[config.mk]
export PLATFORM = sky130hd
export DESIGN_NAME = prio_enc_serial
export DESIGN_NICKNAME = d
export VERILOG_FILES = /design/src/rtl/enc_pkg.sv /design/src/rtl/lsb_prio_enc.sv /design/src/rtl/prio_enc_serial.sv
export SDC_FILE = /design/constraint.sdc
export NUM_CORES = 1
export LEC_CHECK = 0
export CORE_MARGIN = 1
export CORE_UTILIZATION = 48
export CTS_BUF_LIST = sky130_fd_sc_hd__clkbuf_16
export DETAILED_ROUTE_END_ITERATION = 8
export PLACE_DENSITY = 0.86
export SLEW_MARGIN = 30
export SYNTH_ARGS = -nofsm -noshare
export SYNTH_HDL_FRONTEND = slang
export SYNTH_SLANG_ARGS = --single-unit
[constraint.sdc]
create_clock -name clk -period 4.79 [get_ports clk]
set_clock_uncertainty 0.1 [all_clocks]
set_input_delay 0.958 -clock clk [delete_from_list [all_inputs] [get_ports clk]]
set_output_delay 0.958 -clock clk [all_outputs]
set_load 0.02 [all_outputs]
[src/rtl/enc_pkg.sv]
// Shared types and helpers for the serial priority encoder.
// Holds the FSM state type and the index-width rule used by every file.
package enc_pkg;

    typedef enum logic [0:0] {
        ENC_IDLE = 1'b0,
        ENC_SCAN = 1'b1
    } enc_state_t;

    // Index width for an n-bit vector; a 1-bit vector still needs one index bit.
    function automatic int enc_idx_w(input int n);
        return (n > 1) ? $clog2(n) : 1;
    endfunction

endpackage

[src/rtl/lsb_prio_enc.sv]
// Combinational lowest-set-bit encoder: index, isolating one-hot mask,
// and a flag saying whether any other bit remains set.
module lsb_prio_enc
    import enc_pkg::*;
#(
    parameter int  N = 8,
    localparam int W = enc_idx_w(N)
) (
    input  logic [N-1:0] vec,
    output logic [W-1:0] idx,
    output logic [N-1:0] onehot,
    output logic         multi
);

    logic found;

    // NOTE: every output gets a default before the loop, so no path leaves a
    // variable unassigned and no latch is inferred.
    always_comb begin
        idx    = '0;
        onehot = '0;
        found  = 1'b0;
        for (int i = 0; i < N; i++) begin
            if (vec[i] && !found) begin
                idx       = W'(i);
                onehot[i] = 1'b1;
                found     = 1'b1;
            end
        end
    end

    assign multi = |(vec & ~onehot);

endmodule

[src/rtl/prio_enc_serial.sv]
// Serial priority encoder: loads an N-bit vector and emits the index of each
// set bit, lowest first. Define ENC_ZERO_ERR_EN to flag zero loads on dout_err.
module prio_enc_serial
    import enc_pkg::*;
#(
    parameter int  N = 8,
    localparam int W = enc_idx_w(N)
) (
    input  logic         clk,
    input  logic         rst_n,
    input  logic [N-1:0] din,
    input  logic         din_valid,
    output logic         din_ready,
    output logic [W-1:0] dout,
    output logic         dout_valid,
    input  logic         dout_ready,
    output logic         dout_last,
    output logic         busy
`ifdef ENC_ZERO_ERR_EN
   ,output logic         dout_err
`endif
);

    enc_state_t   state_q, state_d;
    logic [N-1:0] pend_q,  pend_d;

    logic [W-1:0] enc_idx;
    logic [N-1:0] enc_onehot;
    logic         enc_multi;

`ifdef ENC_ZERO_ERR_EN
    logic         err_q,   err_d;
`endif

    lsb_prio_enc #(
        .N      (N)
    ) u_lsb (
        .vec    (pend_q),
        .idx    (enc_idx),
        .onehot (enc_onehot),
        .multi  (enc_multi)
    );

    always_comb begin
        state_d = state_q;
        pend_d  = pend_q;
`ifdef ENC_ZERO_ERR_EN
        err_d   = err_q;
`endif
        unique case (state_q)
            ENC_IDLE: begin
                if (din_valid) begin
                    if (din != '0) begin
                        pend_d  = din;
                        state_d = ENC_SCAN;
                    end
`ifdef ENC_ZERO_ERR_EN
                    else begin
                        // Zero load: one error beat with an empty pend (index 0, last).
                        state_d = ENC_SCAN;
                        err_d   = 1'b1;
                    end
`endif
                end
            end
            ENC_SCAN: begin
                if (dout_ready) begin
                    pend_d = pend_q & ~enc_onehot;
                    if (!enc_multi) begin
                        state_d = ENC_IDLE;
`ifdef ENC_ZERO_ERR_EN
                        err_d   = 1'b0;
`endif
                    end
                end
            end
            default: state_d = ENC_IDLE;
        endcase
    end

    // NOTE: sequential state uses non-blocking assignments so every register
    // samples the pre-edge value of every other; pend is a plain register and
    // is reset with the FSM so a mid-scan reset discards it immediately.
    always_ff @(posedge clk or negedge rst_n) begin
        if (!rst_n) begin
            state_q <= ENC_IDLE;
            pend_q  <= '0;
        end else begin
            state_q <= state_d;
            pend_q  <= pend_d;
        end
    end

`ifdef ENC_ZERO_ERR_EN
    always_ff @(posedge clk or negedge rst_n) begin
        if (!rst_n) begin
            err_q <= 1'b0;
        end else begin
            err_q <= err_d;
        end
    end

    assign dout_err   = (state_q == ENC_SCAN) && err_q;
`endif

    // All outputs decode from registers only.
    assign din_ready  = (state_q == ENC_IDLE);
    assign busy       = (state_q == ENC_SCAN);
    assign dout_valid = (state_q == ENC_SCAN);
    assign dout       = (state_q == ENC_SCAN) ? enc_idx : '0;
    assign dout_last  = (state_q == ENC_SCAN) && !enc_multi;

endmodule
After elaboration in Yosys (flattened, before gate mapping)
Index checks and enable logic that the tools add are counted.

word-level totals
  memory bits (writable) = 0
  logic and storage cells = 58
  bits in latches = 0
  memories kept = 0
  register bits after elaboration = 9
  output and inout port bits = 7
  ROM bits = 0

cells by class
  reductions and logical operators = 19
  order comparisons = 0
  bitwise logic cells = 3
  div/mod/pow operators = 0
  add/sub/neg operators = 0
  multipliers = 0
  equality and inequality tests = 3
  shift-type cells = 0
  muxes and demuxes = 31

operators with widths
  kind                number
  $mux 8              3
  $mux 1              19
  $pmux 8 s2          1
  $mux 3              5
  $and 8x8->8         1
  $logic_and 1x1->1   8
  $logic_not 1->1     8
  $not 8->8           1
  $reduce_bool 8->1   1
  $reduce_or 8->1     1
  $mux 2              2
  $ne 2x2->1 const B  2
  $reduce_and 3->1    1
  $ne 2x1->1 const B  1
  $pmux 1 s2          1
  $not 1->1           1

Logic depth before layout (Yosys ltp)
Gate-level depths: netlist of the first run.

  depth in word-level cells = 28
  depth in mapped cells = 6
  depth with buffers taken out = 4

Hierarchy
Synthesis of the first run repeated with hierarchy kept, for this count alone.

second synthesis, totals
  cell total of the unflattened synthesis = 87
  area, all modules = 691.9 µm²

modules (own cells, without submodules)
  module           seq. area each (µm²)  cells an instance  area an instance (µm²)  instances
  prio_enc_serial  225.2                 56                 496.7                   1
  lsb_prio_enc     0.0                   31                 195.2                   1

Worst setup path after synthesis of the first run
Ideal clock, no wire load.

  path type = register to output
  start = register pend_q[0]
  end = output dout[0]
  required time = 3.732 ns
  setup slack = 2.069 ns
  cell stages (with the launch flop) = 6
  arrival time = 1.663 ns
  path through = dfrtp_1 or4_1 buf_6 nor4_4 nand2_1 a21oi_1

on the way
  cells in the longest elaborated chain, start to end = 23
  elaborated cells between the ends (all ways) = 29

ends and longest elaborated chain
  what                    line                    source
  from (decl)             prio_enc_serial.sv:25   logic [N-1:0] pend_q, pend_d;
  from (signal assigned)  prio_enc_serial.sv:90   pend_q <= pend_d;
  $mux 1 *                lsb_prio_enc.sv:24      if (vec[i] && !found) begin
  $logic_not 1->1         lsb_prio_enc.sv:24
  $logic_and 1x1->1       lsb_prio_enc.sv:24
  $mux 1                  lsb_prio_enc.sv:24
  $logic_not 1->1         lsb_prio_enc.sv:24
  $logic_and 1x1->1       lsb_prio_enc.sv:24
  $mux 1                  lsb_prio_enc.sv:24
  $logic_not 1->1         lsb_prio_enc.sv:24
  [... 7 more ...]        -
  $mux 1                  lsb_prio_enc.sv:24
  $logic_not 1->1         lsb_prio_enc.sv:24
  $logic_and 1x1->1       lsb_prio_enc.sv:24
  $mux 1                  lsb_prio_enc.sv:24
  $logic_not 1->1         lsb_prio_enc.sv:24
  $logic_and 1x1->1       lsb_prio_enc.sv:24
  $mux 3 *                lsb_prio_enc.sv:24
  $mux 3 *                prio_enc_serial.sv:110  assign dout = (state_q == ENC_SCAN) ? enc_idx : '0;
  to (decl)               prio_enc_serial.sv:14   output logic [W-1:0] dout,

Mark *: on every way between the ends. The rest lies on a longest branch, timed or not.

Final worst setup path of the first run
  start = register pend_q[0]
  end = output dout_last

on the way
  cells in the longest elaborated chain, start to end = 27
  elaborated cells between the ends (all ways) = 33

ends and longest elaborated chain
  what                 line                    source
  $mux 1               lsb_prio_enc.sv:24
  $logic_not 1->1      lsb_prio_enc.sv:24
  $logic_and 1x1->1    lsb_prio_enc.sv:24
  $mux 1               lsb_prio_enc.sv:24
  $logic_not 1->1      lsb_prio_enc.sv:24
  $logic_and 1x1->1    lsb_prio_enc.sv:24
  $mux 1               lsb_prio_enc.sv:24
  $logic_not 1->1      lsb_prio_enc.sv:24
  [... 11 more ...]    -
  $logic_not 1->1      lsb_prio_enc.sv:24
  $logic_and 1x1->1    lsb_prio_enc.sv:24
  $mux 1               lsb_prio_enc.sv:24
  $not 8->8            lsb_prio_enc.sv:32      assign multi = |(vec & ~onehot);
  $and 8x8->8 *        lsb_prio_enc.sv:32
  $reduce_or 8->1 *    lsb_prio_enc.sv:32
  $logic_not 1->1 *    prio_enc_serial.sv:111  assign dout_last = (state_q == ENC_SCAN) && !enc_multi;
  $logic_and 1x1->1 *  prio_enc_serial.sv:111
  to (decl)            prio_enc_serial.sv:17   output logic dout_last,

Marks and branches as above.

==> results of run 1 <==
worst paths after layout:
path                                    endpoint  slack, ps  cells past startpoint
min reg2reg                pend_q[1]$_DFFE_PN0P_        490                      1
max in group asynchronous         busy$_DFF_PN0_       3340                      1
min                        pend_q[1]$_DFFE_PN0P_        490                      1
max reg2reg                pend_q[7]$_DFFE_PN0P_       2790                      4
max                                    dout_last       1250                      5
min in group asynchronous  pend_q[4]$_DFFE_PN0P_        940                      1
flip-flops by register name (all words and copies together), names as in the netlist:
name,flops
busy,1
pend_q,8
worst max-delay path: stages (launching register included):
cell             delay [ps]
dfrtp_1                 430
or4_1                   720
nor3_2                  210
o22a_1                  170
and2_1                  120
clkdlybuf4s50_1         600
area by class of cell:
type,count,share of cell area
clock inverters,1,0.004367
well taps,14,0.02038
repair buffers,18,0.2096
inverters,3,0.01310
flip-flops and latches,9,0.2620
clock buffers,3,0.08734
multi-input cells,52,0.4032
per-layer routing:
layer  routed length (um)  GRT usage
met1                  777     0.3796
met2                  865     0.4492
met3                  137    0.05233
met4                   10     0.1607
met5                    0          0
cell usage in the layout, fill, tap and decap left out:
cell type	instances
o21ai_0	5
nor3_2	2
o21ai_1	4
o22a_1	1
a21oi_1	3
nor4_1	3
nand2b_1	1
a2111oi_0	1
and2_1	2
clkbuf_16	3
or4_1	1
o311a_1	1
a21boi_0	1
nor2_1	4
inv_1	4
nor4_4	1
o22ai_1	2
a22o_2	1
a21boi_2	1
a22o_1	5
nand2_1	5
maj3_1	2
clkdlybuf4s50_1	18
nor3_1	4
nor2b_1	1
dfrtp_1	9
o21bai_1	1
cells by family (layout without fill, tap and decap cells):
logic type                 after synthesis  after routing  synth area share
AOI/OAI and AO/OA                       26             26            0.2868
adders and majority gates                2              2           0.03187
buffers and inverters                   10             25           0.08962
DFF                                      9              9            0.3586
and+or+nand+nor                         24             24            0.2331
through the flow:
stage	instances	worst slack [ps]	total power, uW
floorplan	71	2069	439.2
global placement	96	1559	541.5
detailed placement	96	1513	547.8
CTS	100	1249	701.1
global route	100	1165	742.5
finish	100	1254	702.1
power groups by stage:
stage	Combinational [uW]	Sequential [uW]	Clock, uW
4_1_cts	375	178	148
3_5_place_dp	369	179	0
3_3_place_gp	365	176	0
2_1_floorplan	296	143	0
6_report	375	181	146
5_1_grt	400	189	154
==> flow_summary_export.csv, run 1 <==
group,metric,value,unit
pwr,ir_drop,0.0004832,V
clock_network,cts_tree,"yes",
sta,max_freq,282.8,MHz
clock_network,ctsHoldBuffers,0,
worst_setup_path,startpoint_type,"register",
run,cap_violations,0,
worst_setup_path,path_max_fanout,7,
die,die_y,38.18,um
synth,yosysSeqAreaShare,0.3586,
sta,worst_pin_slew,635.3,ps
synth,synthTopCellsByArea,"dfrtp_1, a22o_1, o21ai_0, nor4_4, maj3_1",
worst_setup_path,required,3730,ps
clock_network,clock_latency,230,ps
place,place_hpwl,1.223,mm
die,num_rows,12,
synth,synthFlopType,"dfrtp_1",
worst_setup_path,critPathLaunch,"pend_q[0]$_DFFE_PN0P_",
synth,synth_most_common_cell,"dfrtp_1",
die,start_util,0.5433,
sta,hold_violations,0,
clock_network,cts_buffers,3,
grt,grt_pass1_wl,2.787,mm
layout,stdcell_area,859.6,um^2
sta,hold_slack,495.0,ps
layout,diodes,0,
sta,setup_tns,0,ps
place,routabilityCongestion,0.8706,
die,core,1156,um^2
die,dieArea,1457,um^2
clock_network,cts-root-buf,"clkbuf_16",
synth,syn-num-nets,83,
synth,synth_top_area_share,0.3586,
detailed_routing,via_count,659,
min_path,min_from,"pend_q[1]$_DFFE_PN0P_",
layout,fillCellCount,81,
sta,setup-violations-final,0,
synth,ys_ff_latch,9,
detailed_routing,drc,0,
die,die_x,38.18,um
clock_network,htree_levels,1,
detailed_routing,drtPass1Iterations,4,
outcome,status,"finished clean",
layout,layout-drive-gt1-share,0.09302,
pwr,p_int,403.0,uW
synth,synth_area_per_cell,8.847,um^2
layout,fin_util,0.7435,
detailed_routing,routed_via_density,6.590,
place,placed_area,780.7,um^2
sta,final.period_utilization,0.7382,
pwr,swShare,0.4260,
sta,post-route-min-period,3536,ps
pwr,p_switching,299.1,uW
worst_setup_path,worstSetupPathType,"register to output port",
worst_setup_path,arrival,2480,ps
worst_setup_path,r2r-start,"busy$_DFF_PN0_",
clock_network,cts_setup_buffers,0,
synth,yosys-top-cells-count,"dfrtp_1, a22o_1, nand2_1, o21ai_0",
layout,seqCellArea,225.2,um^2
grt,grt.total_usage,0.2912,
synth,synthDistinctLibCells,29,
pwr,power_frac_seq,0.258,
pwr,cellLeakagePower,0.0003488,uW
synth,postSynth.asyncResetShare,1.000,
place,io_buffers,18,
sta,slew_headroom,0.5756,
synth,yosys.area.top_type,"dfrtp_1",
synth,syn-cell-area,628.1,um^2
layout,multiInputGateArea,346.6,um^2
sta,slew_viol_final,0,
clock_network,path_clk_slew,40,ps
layout,area_delta_synth_final,36.85,%
pwr,powerDensity,816.8,nW/um^2
detailed_routing,drt_iter0_drc,25,
detailed_routing,post_drt_wl_per_cell,17.91,um
synth,synth-edff-count,0,
clock_network,cts_resized,0,
synth,syn_inst,71,
grt,grt_max_degree,14,
grt,first_global_vias,619,
pwr,pwr-share-comb,0.534,
clock_network,clock_path_buffers,2,
pwr,clockPowerShare,0.208,
synth,ys_warn_count,0,
sta,rsz0062_at_grt,"false",
grt,antenna_found_initial,0,
layout,layout.nets,99,
detailed_routing,ant_nets,0,
grt,grt_overflow_total,0,
clock_network,cts.sinks,9,
min_path,min_path_type,"register to register",
detailed_routing,wirelength,1.791,mm
worst_setup_path,worstSetupEndpointType,"output port",
die,pin_count,19,
(Power assumes the default switching activity.)
==> run 2: changes to the inputs <==
Settings changed: CORE_UTILIZATION 48 to 40, PLACE_DENSITY 0.86 to 0.77.
Clock period 4.79 ns to 2.8 ns, I/O delays scaled along.
==> run 2 against run 1 <==
  * Cell area rose by 6.7%
  * Setup slack got worse by 1200 ps
  * Clock power rose by 66%
  * Sequential share of layout area fell by 1.6 points
  * Largest power group unchanged
  * Non-clock buffer count rose by 8
  * Flip-flop and latch count did not move
  * Final cell count rose by 9.0%
  * Register-to-register slack got worse by 1800 ps
==> flow_summary_export.csv, run 2 (synthesis gave the netlist of run 1 again) <==
group,metric,value,unit
worst_setup_path,worstSetupEndpointType,"output port",
pwr,p_int,725.6,uW
outcome,status,"finished clean",
sta,slew_headroom,0.7018,
pwr,clockPowerShare,0.195,
run,cap_violations,0,
grt,first_global_vias,609,
detailed_routing,ant_nets,0,
sta,post-route-min-period,2732,ps
place,place_hpwl,1.210,mm
die,die_x,41.63,um
sta,slew_viol_final,0,
pwr,cellLeakagePower,0.0003989,uW
sta,setup_tns,0,ps
place,io_buffers,18,
clock_network,cts_buffers,3,
sta,max_freq,366.0,MHz
detailed_routing,via_count,634,
sta,worst_pin_slew,443.3,ps
clock_network,clock_path_buffers,2,
clock_network,path_clk_slew,40,ps
sta,final.period_utilization,0.9759,
detailed_routing,drc,0,
min_path,min_path_type,"register to register",
die,start_util,0.4543,
detailed_routing,drt_iter0_drc,27,
detailed_routing,wirelength,1.647,mm
pwr,p_switching,514.6,uW
worst_setup_path,startpoint_type,"register",
grt,grt_max_degree,14,
layout,largest-register,"pend_q",
detailed_routing,post_drt_wl_per_cell,15.11,um
layout,final_common_cell,"clkdlybuf4s50_1",
detailed_routing,drtPass1Iterations,4,
die,pin_count,19,
clock_network,cts.sinks,9,
sta,hold_violations,0,
clock_network,cts-root-buf,"clkbuf_16",
pwr,power_frac_seq,0.201,
die,num_rows,13,
sta,setup-violations-final,0,
clock_network,htree_levels,1,
place,routabilityCongestion,0.8273,
die,dieArea,1733,um^2
detailed_routing,routed_via_density,5.817,
worst_setup_path,path_max_fanout,3,
layout,layout.nets,107,
layout,fin_util,0.6633,
worst_setup_path,arrival,2070,ps
layout,stdcell_area,917.1,um^2
layout,layout-drive-gt1-share,0.1702,
clock_network,clock_latency,230,ps
worst_setup_path,required,2140,ps
die,die_y,41.63,um
clock_network,cts_setup_buffers,0,
pwr,pwr-share-comb,0.604,
grt,antenna_found_initial,0,
grt,grt_pass1_wl,2.766,mm
grt,grt_overflow_total,0,
clock_network,ctsHoldBuffers,0,
layout,mostFrequentLayoutCells,"clkdlybuf4s50_1, dfrtp_1, buf_4",
worst_setup_path,worstSetupPathType,"register to output port",
grt,grt.total_usage,0.2037,
layout,largest_reg_flops,8,
layout,area_delta_synth_final,46.02,%
pwr,powerDensity,1352,nW/um^2
place,placed_area,842.1,um^2
layout,diodes,0,
die,core,1383,um^2
clock_network,cts_tree,"yes",
pwr,ir_drop,0.0007612,V
sta,rsz0062_at_grt,"false",
pwr,swShare,0.4149,
## run 2: cell count changes in the layout (fill, tap and decap cells not counted), sizes merged
cell           previous run  this run
dlygate4sd2               0         3
clkdlybuf4s50            18        15
buf                       0         8
## run 2: layout make-up
class / count / area (um^2)
fill: 113 / 465.4
multi-input combinational: 52 / 346.6
timing repair buffer: 26 / 236.5
sequential: 9 / 225.2
clock buffer: 3 / 75.07
tap: 15 / 18.77
inverter: 3 / 11.26
clock inverter: 1 / 3.754
## run 2: power groups by stage
| stage | Combinational, uW | Clock, uW | Sequential (uW) |
|---|---|---|---|
| finish | 749 | 242 | 249 |
| global route | 808 | 253 | 258 |
| CTS | 749 | 242 | 248 |
| detailed placement | 766 | 0 | 249 |
| global placement | 757 | 0 | 246 |
| floorplan | 507 | 0 | 244 |
## run 2: metal layers
metal / share of wire / GRT usage / wire length, um / up-vias
li1: - / - / - / 308
met1: 0.46 / 0.2806 / 755 / 299
met2: 0.49 / 0.3531 / 813 / 27
met3: 0.047 / 0.01304 / 78 / 0
met4: 0 / 0.03871 / 0 / 0
met5: 0 / 0 / 0 / -
## run 2: critical path, cell delays in order, from the launching register on
cell and delay [ps]:
dfrtp_1 360, or4_1 630, nor3_2 210, o22a_1 200, and2_1 130, dlygate4sd2_1 320
## run 2: what timing repair did
action | 4_1_cts | 5_1_grt
resized for setup | 3 | 0
endpoints found under the setup margin | 3 | 0
hold endpoints to repair | 0 | 0
## run 2: worst paths after layout
path	start	cells after the start	slack [ps]	to
min in group asynchronous	rst_n	1	540	pend_q[3]$_DFFE_PN0P_
worst max register to register	pend_q[0]$_DFFE_PN0P_	5	990	pend_q[6]$_DFFE_PN0P_
worst min register to register	pend_q[1]$_DFFE_PN0P_	2	530	pend_q[1]$_DFFE_PN0P_
worst min-delay path	pend_q[1]$_DFFE_PN0P_	2	530	pend_q[1]$_DFFE_PN0P_
max in group asynchronous	rst_n	1	1760	pend_q[5]$_DFFE_PN0P_
worst max-delay path	pend_q[0]$_DFFE_PN0P_	5	70	dout_last
## run 2: through the flow
step / setup WS (ps) / cells / power, uW / hold slack (ps)
6_report: 67.54 / 109 / 1240 / 532.6
5_1_grt: 14.57 / 109 / 1319 / 547.6
4_1_cts: 54.01 / 109 / 1240 / 522.0
3_5_place_dp: 66.21 / 105 / 1016 / 514.3
3_3_place_gp: 98.99 / 105 / 1003 / 484.4
2_1_floorplan: 476.6 / 71 / 751.3 / 164.4
==> run 3: changes to the inputs <==
Settings changed: CORE_ASPECT_RATIO set to 0.7, CORE_UTILIZATION 40 to 26, PLACE_DENSITY 0.77 to 0.55.
==> run 3 against run 2 <==
  * Clock power grew 5%
  * Via count grew 3.8%
  * Die area grew 51%
  * Worst hold slack lost 70 ps
  * Register-to-register slack gained 40 ps
  * Largest cell class unchanged
  * Highest routed layer is now met4
==> flow_summary_export.csv, run 3 (synthesis gave the netlist of run 1 again) <==
group,metric,value,unit
place,place_inst,123,
layout,largest_reg_flops,8,
sta,worst_pin_slew,461.4,ps
sta,rsz0062_at_grt,"false",
min_path,min_path_type,"register to register",
sta,setup-violations-final,0,
worst_setup_path,arrival,1970,ps
pwr,p_int,745.6,uW
grt,grt_overflow_total,0,
pwr,clockPowerShare,0.201,
worst_setup_path,required,2140,ps
layout,layout-drive-gt1-share,0.1895,
pwr,finalPower,1266,uW
pwr,power_frac_seq,0.187,
grt,grt_max_degree,13,
pwr,swShare,0.4111,
worst_setup_path,timing.rr.end,"pend_q[6]$_DFFE_PN0P_",
grt,grt_pass1_wl,2.987,mm
clock_network,cts-root-buf,"clkbuf_16",
pwr,p_switching,520.5,uW
worst_setup_path,critPathMaxStageDelay,580,ps
clock_network,clock_latency,240,ps
detailed_routing,ant_nets,0,
pwr,ir_drop,0.0004890,V
outcome,status,"finished clean",
clock_network,path_clk_slew,40,ps
die,die_y,43.12,um
sta,hold_violations,0,
layout,largest-register,"pend_q",
sta,post-route-min-period,2632,ps
sta,slew_headroom,0.6914,
worst_setup_path,crit_chain,"or4_4 -> nor3_2 -> o22a_1 -> and2_1 -> dlygate4sd2_1",
detailed_routing,wirelength,1.851,mm
layout,final_cells,127,
worst_setup_path,worstSetupEndpointType,"output port",
detailed_routing,routed_via_density,5.181,
worst_setup_path,critPathLaunch,"pend_q[0]$_DFFE_PN0P_",
clock_network,ctsHoldBuffers,0,
detailed_routing,drtPass1Iterations,4,
die,dieArea,2619,um^2
die,num_rows,14,
die,pin_count,19,
clock_network,cts_setup_buffers,0,
layout,diodes,0,
clock_network,htree_levels,1,
layout,area_delta_synth_final,51.20,%
clock_network,cts_buffers,3,
clock_network,clock_path_buffers,2,
worst_setup_path,slowest_stage,"or4_4",
clock_network,cts_tree,"yes",
die,core,2207,um^2
detailed_routing,drt_iter0_drc,17,
place,place_hpwl,1.361,mm
sta,final.period_utilization,0.9401,
clock_network,cts.sinks,9,
detailed_routing,post_drt_wl_per_cell,14.57,um
worst_setup_path,r2r_setup_slack,1030,ps
pwr,powerDensity,1333,nW/um^2
worst_setup_path,worstSetupPathType,"register to output port",
detailed_routing,drc,0,
place,io_buffers,18,
grt,first_global_vias,624,
worst_setup_path,path_max_fanout,4,
die,start_util,0.2846,
grt,antenna_found_initial,0,
layout,layout.nets,108,
worst_setup_path,endpoint,"dout_last",
grt,grt.total_usage,0.1632,
pwr,cellLeakagePower,0.0004039,uW
layout,mostFrequentLayoutCells,"clkdlybuf4s50_1, dfrtp_1, buf_4",
worst_setup_path,r2r-start,"pend_q[0]$_DFFE_PN0P_",
worst_setup_path,startpoint_type,"register",
sta,slew_viol_final,0,
run,cap_violations,0,
die,die_x,60.75,um
pwr,pwr-share-comb,0.612,
sta,max_freq,379.9,MHz
sta,setup_tns,0,ps
worst_setup_path,r2r_cells,5,
layout,final_common_cell,"clkdlybuf4s50_1",
detailed_routing,via_count,658,
place,routabilityCongestion,0.8146,
run 3: changes by cell type in the layout (fill, tap and decap cells not counted):
cell	previous run	this run
buf_4	8	9
or4_4	0	1
or4_1	1	0
run 3: how the worst min path moves through the flow:
stage	slack (ps)	endpoint	cells past startpoint	from
after floorplan	160	busy$_DFF_PN0_	0	rst_n
after global placement	450	pend_q[4]$_DFFE_PN0P_	1	pend_q[4]$_DFFE_PN0P_
after detailed placement	450	pend_q[4]$_DFFE_PN0P_	1	pend_q[4]$_DFFE_PN0P_
after CTS	470	pend_q[4]$_DFFE_PN0P_	1	pend_q[4]$_DFFE_PN0P_
after global routing	470	pend_q[4]$_DFFE_PN0P_	1	pend_q[4]$_DFFE_PN0P_
final	460	pend_q[4]$_DFFE_PN0P_	1	pend_q[4]$_DFFE_PN0P_
run 3: final cells by class:
class                      count  area (um^2)
fill                         229         1257
multi-input combinational     52        350.3
sequential                     9        225.2
clock buffer                   3        75.07
tap                           32        40.04
timing repair buffer          27        244.0
clock inverter                 1        3.754
inverter                       3        11.26
run 3: timing repair:
action                                  4_1_cts  5_1_grt
resized for setup                             4        0
hold endpoints to repair                      0        0
endpoints found under the setup margin        3        0
run 3: per-stage QoR:
step           hold slack (ps)  worst slack [ps]  utilization  instance area [um^2]
6_report                 462.9             167.8       0.4303                 949.7
3_5_place_dp             447.9             58.30       0.3946                 870.8
2_1_floorplan            164.4             476.6            -                 628.1
3_3_place_gp             446.3             70.66       0.3946                 870.8
5_1_grt                  470.0             80.14       0.4303                 949.7
4_1_cts                  465.0             149.1       0.4303                 949.7
run 3: per-layer routing:
layer | routed length, um | global-route usage | vias to the layer above
met4 | 8 | 0.02273 | 0
met1 | 973 | 0.2407 | 319
met2 | 748 | 0.2176 | 25
li1 | - | - | 312
met3 | 121 | 0.07622 | 2
met5 | 0 | 0 | -
run 3: power groups by stage:
stage          combinational (uW)  sequential (uW)  clock, uW
6_report                      775              237        254
5_1_grt                       843              245        265
4_1_cts                       776              237        256
3_5_place_dp                  790              234          0
3_3_place_gp                  787              236          0
2_1_floorplan                 507              244          0
run 3: critical path: cells and delay by family (launching register included):
family,cells,cell delay (ps)
simple gates,3,870
flops,1,380
compound gates,1,160
buf+inv,1,320
